## src/rtl/counter_run_sched.sv

```systemverilog
// counter_run_sched
//   Round-robin scheduler for a single shared run-counter. The arbiter picks
//   one requester from i_req, latches its run length and steps the counter
//   through IDLE -> RUN -> DONE. The owner is held in o_gnt for the whole run
//   and gets a one-cycle o_done pulse at the end.
//
//   state | meaning
//   ------+-----------------------------------------------------------
//   IDLE  | no owner; arbitrate, latch owner and run length on a request
//   RUN   | o_cnt counts 0 .. num_q-1, one step per cycle
//   DONE  | one cycle; o_done[owner] pulses, owner becomes lowest priority
//
// Ports
//   clk      system clock, all logic on posedge
//   reset_n  synchronous active-low reset
//   i_req    per-requester run request (level)
//   i_num    run lengths, requester k at [k*CNT_W +: CNT_W]
//   o_gnt    one-hot grant, high in RUN and DONE
//   o_done   one-hot one-cycle pulse in DONE
//   o_owner  index of the current or last owner
//   o_cnt    current count value
//   o_busy   state is not IDLE
module counter_run_sched #(
  parameter int NREQ  = 4,
  parameter int CNT_W = 4,
  localparam int OW   = (NREQ > 1) ? $clog2(NREQ) : 1
) (
  input  logic                  clk,
  input  logic                  reset_n,
  input  logic [NREQ-1:0]       i_req,
  input  logic [NREQ*CNT_W-1:0] i_num,
  output logic [NREQ-1:0]       o_gnt,
  output logic [NREQ-1:0]       o_done,
  output logic [OW-1:0]         o_owner,
  output logic [CNT_W-1:0]      o_cnt,
  output logic                  o_busy
);

  typedef enum logic [1:0] {
    IDLE = 2'b00,
    RUN  = 2'b01,
    DONE = 2'b10
  } state_t;

  state_t             state_q, state_d;
  logic [OW-1:0]      owner_q, owner_d;
  logic [OW-1:0]      ptr_q,   ptr_d;
  logic [CNT_W-1:0]   num_q,   num_d;
  logic [CNT_W-1:0]   cnt_q,   cnt_d;

  logic               pick_valid;
  logic [OW-1:0]      pick_idx;
  logic [OW-1:0]      scan_idx;
  logic [CNT_W-1:0]   num_sel;

  // Round-robin search starting just above ptr_q. Scanning offsets from the
  // far end down lets the nearest set bit overwrite earlier hits.
  always_comb begin
    pick_valid = 1'b0;
    pick_idx   = '0;
    scan_idx   = '0;
    for (int off = NREQ; off >= 1; off--) begin
      scan_idx = OW'((int'(ptr_q) + off) % NREQ);
      if (i_req[scan_idx]) begin
        pick_valid = 1'b1;
        pick_idx   = scan_idx;
      end
    end
  end

  always_comb begin
    num_sel = '0;
    for (int k = 0; k < NREQ; k++) begin
      if (pick_idx == OW'(k)) num_sel = i_num[k*CNT_W +: CNT_W];
    end
  end

  always_comb begin
    state_d = state_q;
    owner_d = owner_q;
    ptr_d   = ptr_q;
    num_d   = num_q;
    cnt_d   = cnt_q;
    case (state_q)
      IDLE: begin
        cnt_d = '0;
        if (pick_valid) begin
          owner_d = pick_idx;
          num_d   = num_sel;
          // A zero-length run skips RUN entirely.
          state_d = (num_sel != '0) ? RUN : DONE;
        end
      end
      RUN: begin
        if (cnt_q == num_q - CNT_W'(1)) begin
          cnt_d   = '0;
          state_d = DONE;
        end else begin
          cnt_d = cnt_q + CNT_W'(1);
        end
      end
      DONE: begin
        ptr_d   = owner_q;
        cnt_d   = '0;
        state_d = IDLE;
      end
      default: begin
        cnt_d   = '0;
        state_d = IDLE;
      end
    endcase
  end

  always_ff @(posedge clk) begin
    if (!reset_n) begin
      state_q <= IDLE;
      owner_q <= '0;
      ptr_q   <= OW'(NREQ - 1);
      num_q   <= '0;
      cnt_q   <= '0;
    end else begin
      state_q <= state_d;
      owner_q <= owner_d;
      ptr_q   <= ptr_d;
      num_q   <= num_d;
      cnt_q   <= cnt_d;
    end
  end

  always_comb begin
    o_gnt  = '0;
    o_done = '0;
    for (int k = 0; k < NREQ; k++) begin
      if (owner_q == OW'(k)) begin
        o_gnt[k]  = (state_q == RUN) || (state_q == DONE);
        o_done[k] = (state_q == DONE);
      end
    end
  end

  assign o_owner = owner_q;
  assign o_cnt   = cnt_q;
  assign o_busy  = (state_q != IDLE);

endmodule
```

## config.mk

```make
export PLATFORM = sky130hd
export DESIGN_NAME = counter_run_sched
export DESIGN_NICKNAME = d
export VERILOG_FILES = /design/src/rtl/counter_run_sched.sv
export SDC_FILE = /design/constraint.sdc
export NUM_CORES = 1
export LEC_CHECK = 0
export BUFFER_PORTS_ARGS = -buffer_cell sky130_fd_sc_hd__buf_2
export CORE_MARGIN = 5
export CORE_UTILIZATION = 40
export CTS_BUF_LIST = sky130_fd_sc_hd__clkbuf_8
export DETAILED_ROUTE_END_ITERATION = 10
export GPL_TIMING_DRIVEN = 0
export PLACE_DENSITY = 0.66
export RECOVER_POWER = 50
export SKIP_CTS_REPAIR_TIMING = 1
export SKIP_LAST_GASP = 1
export SYNTH_ARGS = -nofsm -noshare
export SYNTH_HDL_FRONTEND = slang
export SYNTH_SLANG_ARGS = --single-unit
```

## constraint.sdc

```tcl
create_clock -name clk -period 2.2 [get_ports clk]
set_input_delay 0.33 -clock clk [delete_from_list [all_inputs] [get_ports clk]]
set_output_delay 0.33 -clock clk [all_outputs]
set_load 0.005 [all_outputs]
```

**Word level (Yosys, flattened, before mapping)**

Cells that the tools add are included.

- Bits in registers: 14
- Input port bits: 22
- Output and inout port bits: 15
- Word-level logic and storage cells: 69

- Add/subtract/negate cells: 6
- Order comparisons: 4
- Equality and inequality tests: 11
- Mux-type cells: 32
- Bitwise logic cells: 2
- Reductions and logical operators: 9

Operators by type and width:

| kind | number |
|---|---|
| $mux 1 | 16 |
| $mux 4 | 4 |
| $mux 2 | 7 |
| $lt 2x3->1 const B | 4 |
| $eq 2x2->1 const B | 5 |
| $bmux 1 s2 | 4 |
| $eq 2x1->1 const B | 3 |
| $logic_not 2->1 | 3 |
| $add 2x1->2 const B | 2 |
| $add 2x2->2 const B | 2 |
| $add 4x1->4 const B | 1 |
| $eq 4x4->1 | 1 |
| $ne 2x2->1 const B | 2 |
| $pmux 2 s2 | 1 |
| $reduce_and 2->1 | 2 |
| $reduce_bool 4->1 | 1 |
| $sub 4x1->4 const B | 1 |
| $reduce_or 3->1 | 1 |
| $not 1->1 | 2 |
| $reduce_bool 2->1 | 1 |
| $logic_or 1x1->1 | 1 |

**Depth between registers and ports, before layout**

Gate-level depths: netlist of the first run.

- Depth after elaboration: 16
- Gate-level depth with buffers: 7
- Mapped depth without buffers: 7

**Worst setup path after synthesis of the first run**

OpenSTA, ideal clock, no wires.

- Kind: reg2reg
- From: reg num_q[0]
- To: reg state_q[1]
- Library setup time: 73 ps
- Arrival time: 1672 ps
- Data required time: 2127 ps
- Slack: 455 ps
- Cell stages (with the launch flop): 7
- Path buffers: 0
- Period minus slack after synthesis: 1745 ps
- Path through: dfxtp_1 inv_1 ha_1 xnor2_1 or4_4 a21o_1 o22ai_2

- Word-level cells in the longest chain between the ends: 4

Ends and longest elaborated chain:

| element | line | RTL |
|---|---|---|
| start: declaration | 48 | `logic [CNT_W-1:0] num_q, num_d;` |
| start signal: assignment | 125 | `num_q <= num_d;` |
| $sub 4x1->4 | 95 | `if (cnt_q == num_q - CNT_W'(1)) begin` |
| $eq 4x4->1 | 95 |  |
| $ne 2x2->1 (no line) | n/a |  |
| $reduce_and 2->1 (no line) | n/a |  |
| end signal: assignment | 122 | `state_q <= state_d;` |
| end: declaration | 45 | `state_t state_q, state_d;` |

No other way between the ends.
A chain may end at the register's enable or synchronous reset.

**Final worst setup path of the first run**

- From: reg ptr_q[0]
- To: reg state_q[0]

- Word-level cells in the longest chain between the ends: 16
- Elaborated cells between the ends (all ways): 34
- Classes of those cells: add/sub: 4; eq/ne: 4; mux: 23; reduce/logical: 3

Ends and longest elaborated chain:

| element | line | RTL |
|---|---|---|
| start: declaration | 47 | `logic [OW-1:0] ptr_q, ptr_d;` |
| start signal: assignment | 118 | `ptr_q <= OW'(NREQ - 1);` |
| start signal: assignment | 124 | `ptr_q <= ptr_d;` |
| $add 2x1->2 | 63 | `scan_idx = OW'((int'(ptr_q) + off) % NREQ);` |
| $bmux 1 s2 | 64 | `if (i_req[scan_idx]) begin` |
| $mux 1 (implied by the code) | 64 |  |
| $mux 2 (4 in a row) | 64 |  |
| $logic_not 2->1 | 74 | `if (pick_idx == OW'(k)) num_sel = i_num[k*CNT_W +: CNT_W];` |
| $mux 4 (4 in a row) | 74 |  |
| $reduce_bool 4->1 | 91 | `state_d = (num_sel != '0) ? RUN : DONE;` |
| $mux 2 | 91 |  |
| $mux 2 | 87 | `if (pick_valid) begin` |
| $pmux 2 s2 | 84 | `case (state_q)` |

Parallel ways exist; a longest one is shown, timed or not. The select of a mux whose other input is x is not followed.

==> results of run 1 <==
## sequential cells by signal, indices dropped and copies added (netlist names)
| name | cells |
|---|---|
| o_owner | 2 |
| num_q | 4 |
| o_cnt | 4 |
| ptr_q | 2 |
| state_q | 2 |
## metal layers
metal  global-route usage  wire length [um]  vias up
met3              0.03456               153        2
met1               0.1510               975      447
li1                     -                 -      495
met4              0.04747                18        0
met5                    0                 0        -
met2               0.2623              1227       21
## critical path: stages, from the launching register on
cell and delay (ns):
dfxtp_1 0.36, inv_1 0.06, a221o_1 0.31, a21oi_1 0.52
mux2_2 0.45, o2bb2ai_1 0.13
## area by class of cell
class | instances | area, um^2 | share of cell area
inverters | 8 | 30.03 | 0.02379
flip-flops and latches | 14 | 280.3 | 0.2220
well taps | 30 | 37.54 | 0.02973
clock buffers | 4 | 55.05 | 0.04361
repair buffers | 36 | 172.7 | 0.1368
multi-input cells | 91 | 664.4 | 0.5263
plain buffers | 4 | 22.52 | 0.01784
## kinds of logic after synthesis
group / Yosys count
AOI/OAI and AO/OA: 17
xor gates and xnor gates: 8
muxes: 16
buffers and inverters: 12
DFF: 14
adders and majority gates: 5
and+or+nand+nor: 45
## stage by stage
step,area (um^2),util
floorplan,1006,-
global placement,1224,0.5031
detailed placement,1224,0.5031
CTS,1279,0.5257
global route,1262,0.5190
finish,1262,0.5190
## report_power, final
group	leakage, uW	switching [uW]	internal, uW	total [uW]
sequential	0.000115	36.6	295	332
clock	0.0000288	89.6	158	248
combinational	0.000418	199	179	379
total	0.000561	326	633	959
## worst max-delay path by stage
stage | startpoint | to | slack [ns] | cells after the start
3_3_place_gp | num_q[0] | state_q[1] | 0.40 | 6
3_5_place_dp | num_q[0] | state_q[1] | 0.37 | 6
5_1_grt | ptr_q[0] | state_q[0] | 0.21 | 5
2_1_floorplan | num_q[0] | state_q[1] | 0.46 | 6
6_report | ptr_q[0] | state_q[0] | 0.26 | 5
4_1_cts | num_q[0] | state_q[1] | 0.36 | 6
## placed cells by master, fill, tap and decap left out, types with 7 or more instances in the layout
cell type,Yosys,final
xnor2_1,7,7
mux2i_1,11,11
clkbuf_1,3,8
buf_2,0,30
nand3_1,8,8
inv_1,8,8
nor2_1,9,9
nand2_1,8,8
dfxtp_1,14,14
==> summary.txt, run 1 <==
Logic synthesis
  • Main synth FF type: dfxtp_1
  • Synth Area in XOR/XNOR: 0.06965
  • Top cells by count, synth: 14 x dfxtp_1, 11 x mux2i_1, 9 x nor2_1
  • Ys async rst share: 0
  • Simple-Gate Fraction of Synth Area: 0.2450
  • Synth Instances: 117
  • Compound-Gate Fraction of Synth Area: 0.1269
  • Synth warn: 0
  • Count leader, synth: dfxtp_1
  • Post-synth EDFFs: 0
  • Top post-synthesis cells by area: dfxtp_1 28%, mux2i_1 11%, ha_1 6.2%
  • Cell variety after synth: 34
  • Post-synth top area cell: dfxtp_1
  • Area share of fa/ha/maj cells after synthesis: 0.06219
  • Avg Cell Area, Syn: 8.598 um^2
  • Top-area cell type share of the netlist area: 0.2786
  • Largest family of logic cells by synthesized area: simple AND/OR/NAND/NOR gates
  • Syn_nets: 144
  • Mux share of post-synthesis cell area: 0.1654
  • Seq/Total Area, Yosys: 0.2786
  • #FFs+latches synth: 14
  • Synthesized area: 1006 um^2

Placement
  • Number of port buffers: 36
  • Post-DP HPWL: 1.964 mm
  • Placed insts: 183
  • Pre-CTS setup slack: 0.3708 ns
  • Placer Congestion: 0.6931

Global route
  • Initial antenna violation count: 0
  • First-pass GRT wire length: 3.926 mm
  • Grt ovf: 0
  • GRT Resource Usage Total: 0.1404
  • Vias in the first global route: 956
  • Largest net degree at the start of global routing: 11

Drt
  • First-pass DRT Iterations: 4
  • Vias: 965
  • Post-Route WL: 2.375 mm
  • Drt wl/cell: 12.70 um
  • DRC violation count after routing: 0
  • Iter 0 DRT Violations: 31
  • Detail Route Antenna Nets: 0
  • Via/cell ratio: 5.160

Timing
  • Min cycle time layout: 1.942 ns
  • Final period utilization: 0.8828
  • Slew headroom: 0.5599
  • Fmax: 514.9 MHz
  • Setup TNS: 0 ns
  • Fin worst setup slack: 0.2579 ns
  • Max-slew violations: 0
  • Setup Viol. Count Final: 0
  • Hold Slack: 0.4545 ns
  • Final clock skew: 0.003711 ns
  • RSZ-0062 raised after global routing: no
  • Worst Tran Pin Value: 0.6601 ns
  • Final Hold Fails: 0

Worst setup path
  • Critical path class: reg -> reg
  • Worst-case reg-to-reg path depth: 5
  • CP Capture Type: flip-flop
  • Reg2Reg Setup Slack: 0.26 ns
  • CP max FO: 6
  • Required @ worst endpoint: 2.34 ns
  • Worst EP arrival: 2.08 ns
  • Type of origin of the critical path: flip-flop
  • Reg-to-reg endpoint: state_q[0]
  • R2R Path Start: ptr_q[0]

Power and ir drop
  • Leak: 0.0005612 uW
  • Peak VDD IR: 0.4149 mV
  • Pwr/cell area: 759.3 nW/um^2
  • Total power: 958.5 uW

Clock tree
  • H-tree levels: 1
  • Clock root cell: clkbuf_8
  • CTS Buf Count: 3
  • Num Clock Sinks: 14
  • TritonCTS clock tree: yes
  • Maximum clock path buffer count: 2
  • Worst-skew pair later-pin latency: 0.24 ns
  • Clock transition at path regs: 0.06 ns

Worst hold path
  • Worst Hold Depth: 3
  • Hold Path Class: in -> reg
  • HP Start: reset_n
  • Hold EP: o_cnt[0]

Die
  • Initial Util: 0.4136
  • Site Rows: 18
  • Die W: 60.15 um
  • # IOs: 37
  • Die ar.: 3618 um^2
  • Core area: 2432 um^2
  • Die Ht: 60.15 um

Cells and area
  • Layout cells sized above 1: 0.2739
  • Diodes inserted: 0
  • # fillers: 239
  • P&R area growth vs syn: 25.50%
  • Fin cells: 187
  • Final #Nets: 185

Outcome
  • Status: finished clean

Run
  • Max Cap Viol: 0
(Power assumes the default switching activity.)
==> inputs of run 2 (changes only) <==
Settings changed: HOLD_SLACK_MARGIN set to 0.03, MAX_ROUTING_LAYER set to met4.
==> summary.txt, run 2 (same netlist as run 1, synthesis figures left out) <==
Outcome
  • Status: finished clean (unchanged)

Worst hold path
  • Hold Path Class: in -> reg (unchanged)

Global route
  • Initial antenna violation count: 0 (unchanged)
  • First-pass GRT wire length: 3.933 mm (was 3.926 mm)
  • GRT Resource Usage Total: 0.1444 (was 0.1404)
  • Grt ovf: 0 (unchanged)
  • Vias in the first global route: 960 (was 956)
  • Largest net degree at the start of global routing: 11 (unchanged)

Power and ir drop
  • Combinational Power Share: 0.395 (about the same)
  • Int Power: 633.0 uW (unchanged)
  • Peak VDD IR: 0.4149 mV (about the same)
  • P_sw: 325.4 uW (was 325.6 uW)
  • Sequential power share: 0.346 (about the same)
  • Leak: 0.0005612 uW (unchanged)
  • Clk pwr share: 0.259 (about the same)
  • Pwr/cell area: 759.2 nW/um^2 (was 759.3 nW/um^2)
  • Sw Ratio: 0.3395 (was 0.3396)

Timing
  • Min cycle time layout: 1.949 ns (was 1.942 ns)
  • Slew headroom: 0.5534 (was 0.5599)
  • Setup Viol. Count Final: 0 (unchanged)
  • Worst Tran Pin Value: 0.6699 ns (was 0.6601 ns)
  • Max-slew violations: 0 (unchanged)
  • RSZ-0062 raised after global routing: no (unchanged)
  • Final clock skew: 0.003866 ns (was 0.003711 ns)
  • Setup TNS: 0 ns (unchanged)
  • Final period utilization: 0.8861 (was 0.8828)
  • Fmax: 513.0 MHz (was 514.9 MHz)
  • Final Hold Fails: 0 (unchanged)

Cells and area
  • Post-route core utilization: 0.5190 (unchanged)
  • Fin cells: 187 (unchanged)
  • Diodes inserted: 0 (unchanged)
  • Most common cell after layout, fill and taps aside: buf_2 (unchanged)
  • P&R area growth vs syn: 25.50% (unchanged)
  • Commonest cells after routing, fill and taps aside: 30 x buf_2, 14 x dfxtp_1, 11 x mux2i_1 (unchanged)
  • # fillers: 239 (unchanged)
  • Layout cells sized above 1: 0.2739 (unchanged)
  • Final #Nets: 185 (unchanged)
  • Final instance area: 1262 um^2 (unchanged)

Drt
  • First-pass DRT Iterations: 4 (unchanged)
  • Post-Route WL: 2.375 mm (unchanged)
  • Iter 0 DRT Violations: 31 (unchanged)
  • DRC violation count after routing: 0 (unchanged)
  • Drt wl/cell: 12.70 um (unchanged)
  • Detail Route Antenna Nets: 0 (unchanged)
  • Via/cell ratio: 5.160 (unchanged)
  • Vias: 965 (unchanged)

Die
  • Die Ht: 60.15 um (unchanged)
  • Site Rows: 18 (unchanged)
  • # IOs: 37 (unchanged)
  • Initial Util: 0.4136 (unchanged)
  • Die ar.: 3618 um^2 (unchanged)
  • Core area: 2432 um^2 (unchanged)
  • Die W: 60.15 um (unchanged)

Worst setup path
  • Required @ worst endpoint: 2.34 ns (about the same)
  • Type of origin of the critical path: flip-flop (unchanged)
  • Worst-case reg-to-reg path depth: 5 (unchanged)
  • Critical Path Sink: state_q[0] (unchanged)
  • Worst Setup SP: ptr_q[0] (unchanged)
  • R2R Path Start: ptr_q[0] (unchanged)
  • Reg-to-reg endpoint: state_q[0] (unchanged)
  • Worst EP arrival: 2.08 ns (about the same)
  • Critical path class: reg -> reg (unchanged)
  • Reg2Reg Setup Slack: 0.25 ns (was 0.26 ns)
  • CP max FO: 6 (unchanged)
  • CP Capture Type: flip-flop (unchanged)

Clock tree
  • Num Clock Sinks: 14 (unchanged)
  • TritonCTS clock tree: yes (unchanged)
  • Clock root cell: clkbuf_8 (unchanged)
  • Maximum clock path buffer count: 2 (unchanged)
  • Clock transition at path regs: 0.06 ns (about the same)
  • H-tree levels: 1 (unchanged)
  • Worst-skew pair later-pin latency: 0.24 ns (about the same)
  • CTS Buf Count: 3 (unchanged)

Placement
  • DP Area: 1224 um^2 (unchanged)
  • Placer Congestion: 0.7005 (was 0.6931)
  • Placed insts: 183 (unchanged)
  • Post-DP HPWL: 1.964 mm (unchanged)
  • Number of port buffers: 36 (unchanged)

Run
  • Max Cap Viol: 0 (unchanged)
## run 2: per-stage QoR
stage | hold WS [ns] | setup WS [ns] | total power (uW)
floorplan | 0.4467 | 0.4552 | 605.5
global placement | 0.4667 | 0.3970 | 703.6
detailed placement | 0.4745 | 0.3708 | 720.9
CTS | 0.4576 | 0.3557 | 971.7
global route | 0.4846 | 0.2064 | 1030
finish | 0.4545 | 0.2506 | 958.4
## run 2: layer usage
metal,share of wire,track usage,wire length (um),vias to the layer above
li1,-,-,-,495
met1,0.41,0.1497,984,450
met2,0.52,0.2639,1230,18
met3,0.060,0.03456,142,2
met4,0.0076,0.04747,18,0
met5,0,-,0,-
## run 2: power groups by stage
stage                     combinational [uW]  sequential (uW)  clock [uW]
after global placement                   368              336           0
after CTS                                387              331         253
after floorplan                          273              332           0
after detailed placement                 384              337           0
after global routing                     428              337         265
final                                    379              332         248
## run 2: worst max-delay path, cell delays in order, from the launching register on
cell and delay, ns:
dfxtp_1 0.36, inv_1 0.06, a221o_1 0.31, a21oi_1 0.53, mux2_2 0.45, o2bb2ai_1 0.13
## run 2: worst min path at each step
stage | end | slack (ns) | start | cells past startpoint
6_report | o_cnt[0] | 0.45 | reset_n | 3
5_1_grt | o_cnt[0] | 0.48 | reset_n | 3
4_1_cts | o_cnt[0] | 0.46 | reset_n | 3
3_5_place_dp | o_cnt[0] | 0.47 | o_cnt[0] | 1
3_3_place_gp | o_cnt[0] | 0.47 | o_cnt[0] | 1
2_1_floorplan | state_q[0] | 0.45 | state_q[0] | 2
## run 2: area by class of cell
| type | instances | area (um^2) | share of cell area |
|---|---|---|---|
| Buffer | 4 | 22.52 | 0.01784 |
| Clock buffer | 4 | 55.05 | 0.04361 |
| Inverter | 8 | 30.03 | 0.02379 |
| Multi-Input combinational cell | 91 | 664.4 | 0.5263 |
| Sequential cell | 14 | 280.3 | 0.2220 |
| Tap cell | 30 | 37.54 | 0.02973 |
| Timing Repair Buffer | 36 | 172.7 | 0.1368 |
==> inputs of run 3 (changes only) <==
Settings changed: PLACE_DENSITY 0.66 to 0.68.
Clock period 2.2 ns to 1.6 ns, I/O delays scaled along.
==> summary.txt, run 3 (same netlist as run 1, synthesis figures left out) <==
Outcome
  • Status: complete, but fails checks (was finished clean)
  • Failing checks: setup timing

Worst setup path
  • Worst EP arrival: 1.85 ns (was 2.08 ns)
  • R2R Path Start: num_q[1] (was ptr_q[0])
  • Reg-to-reg endpoint: o_cnt[2] (was state_q[0])
  • CP max FO: 5 (was 6)
  • Critical path class: reg -> reg (unchanged)
  • CP Capture Type: flip-flop (unchanged)
  • Reg2Reg Setup Slack: -0.12 ns (was 0.25 ns)
  • Type of origin of the critical path: flip-flop (unchanged)
  • Worst-case reg-to-reg path depth: 7 (was 5)
  • Required @ worst endpoint: 1.73 ns (was 2.34 ns)

Global route
  • GRT Resource Usage Total: 0.1415 (was 0.1444)
  • Initial antenna violation count: 0 (unchanged)
  • Grt ovf: 0 (unchanged)
  • First-pass GRT wire length: 3.891 mm (was 3.933 mm)
  • Largest net degree at the start of global routing: 11 (unchanged)
  • Vias in the first global route: 943 (was 960)

Worst hold path
  • HP Start: reset_n (unchanged)
  • Worst Hold Depth: 3 (unchanged)
  • Hold Path Class: in -> reg (unchanged)
  • Hold EP: o_cnt[0] (unchanged)

Clock tree
  • TritonCTS clock tree: yes (unchanged)
  • Maximum clock path buffer count: 2 (unchanged)
  • Clock root cell: clkbuf_8 (unchanged)
  • Worst-skew pair later-pin latency: 0.24 ns (about the same)
  • Num Clock Sinks: 14 (unchanged)
  • H-tree levels: 1 (unchanged)
  • Clock transition at path regs: 0.05 ns (was 0.06 ns)
  • CTS Buf Count: 3 (unchanged)

Placement
  • Post-DP HPWL: 1.933 mm (was 1.964 mm)
  • Placed insts: 183 (unchanged)
  • Number of port buffers: 36 (unchanged)
  • Pre-CTS setup slack: -0.1673 ns (was 0.3708 ns)
  • Placer Congestion: 0.7476 (was 0.7005)

Drt
  • Vias: 1,004 (was 965)
  • DRC violation count after routing: 0 (unchanged)
  • Drt wl/cell: 13.16 um (was 12.70 um)
  • Post-Route WL: 2.540 mm (was 2.375 mm)
  • First-pass DRT Iterations: 4 (unchanged)
  • Via/cell ratio: 5.202 (was 5.160)
  • Detail Route Antenna Nets: 0 (unchanged)
  • Iter 0 DRT Violations: 44 (was 31)

Die
  • Die Ht: 60.15 um (unchanged)
  • Die ar.: 3618 um^2 (unchanged)
  • Die W: 60.15 um (unchanged)
  • Site Rows: 18 (unchanged)
  • Initial Util: 0.4136 (unchanged)
  • # IOs: 37 (unchanged)
  • Core area: 2432 um^2 (unchanged)

Timing
  • Slew headroom: 0.7129 (was 0.5534)
  • Fin worst setup slack: -0.1228 ns (was 0.2506 ns)
  • Setup Viol. Count Final: 7 (was 0)
  • RSZ-0062 raised after global routing: yes (was no)
  • Final Hold Fails: 0 (unchanged)
  • Hold Slack: 0.3112 ns (was 0.4545 ns)
  • Setup TNS: -0.6501 ns (was 0 ns)
  • Fmax: 580.4 MHz (was 513.0 MHz)
  • Worst Tran Pin Value: 0.4267 ns (was 0.6699 ns)
  • Final clock skew: 0.003161 ns (was 0.003866 ns)
  • Min cycle time layout: 1.723 ns (was 1.949 ns)
  • Final period utilization: 1.077 (was 0.8861)
  • Max-slew violations: 0 (unchanged)

Cells and area
  • Commonest cells after routing, fill and taps aside: 34 x buf_2, 11 x mux2i_1, 10 x dfxtp_1 (was 30 x buf_2, 14 x dfxtp_1, 11 x mux2i_1)
  • Most common cell after layout, fill and taps aside: buf_2 (unchanged)
  • # fillers: 221 (was 239)
  • P&R area growth vs syn: 39.80% (was 25.50%)
  • Layout cells sized above 1: 0.4110 (was 0.2739)
  • Final #Nets: 192 (was 185)
  • Fin cells: 193 (was 187)
  • Diodes inserted: 0 (unchanged)

Power and ir drop
  • Pwr/cell area: 970.8 nW/um^2 (was 759.2 nW/um^2)
  • Leak: 0.0006565 uW (was 0.0005612 uW)
  • Peak VDD IR: 0.6332 mV (was 0.4149 mV)

Run
  • Max Cap Viol: 0 (unchanged)
## run 3: critical path, stage by stage, from the launching register on
cell and delay [ns]:
dfxtp_2 0.34, inv_2 0.05, ha_4 0.22, xnor2_1 0.12
or4_4 0.56, buf_4 0.17, nand3_4 0.09, nor2_1 0.06
## run 3: worst max-delay path by stage
stage / start / endpoint / slack [ns]
2_1_floorplan: num_q[0] / state_q[1] / -0.08
3_3_place_gp: num_q[0] / state_q[1] / -0.16
3_5_place_dp: num_q[0] / state_q[1] / -0.17
4_1_cts: num_q[1] / state_q[1] / -0.18
5_1_grt: num_q[1] / state_q[1] / -0.17
6_report: num_q[1] / o_cnt[2] / -0.12
## run 3: where the power goes
group          total, uW  switching (uW)  internal [uW]  leakage (uW)
sequential           460            49.2            411      0.000115
combinational        629             311            319      0.000520
clock                275             110            166     0.0000216
total               1370             470            896      0.000657
## run 3: metal layers
layer | up-vias | share of wire | GRT usage
li1 | 509 | - | -
met1 | 459 | 0.44 | 0.1710
met2 | 34 | 0.48 | 0.2407
met3 | 2 | 0.074 | 0.03024
met4 | 0 | 0.0047 | 0.02848
met5 | - | 0 | -
## run 3: final cells by class
cell class / count / area, um^2 / area share
Timing Repair Buffer: 43 / 230.2 / 0.1637
Buffer: 4 / 22.52 / 0.01601
Tap cell: 30 / 37.54 / 0.02669
Inverter: 8 / 30.03 / 0.02135
Clock buffer: 3 / 41.29 / 0.02936
Sequential cell: 14 / 287.8 / 0.2046
Multi-Input combinational cell: 91 / 757.0 / 0.5383
## run 3: metrics by stage
stage / util / cell area, um^2 / power, uW
detailed placement: 0.5123 / 1246 / 1019
global route: 0.5782 / 1406 / 1468
global placement: 0.5123 / 1246 / 1000
floorplan: - / 1028 / 863.2
finish: 0.5782 / 1406 / 1365
CTS: 0.5293 / 1287 / 1297
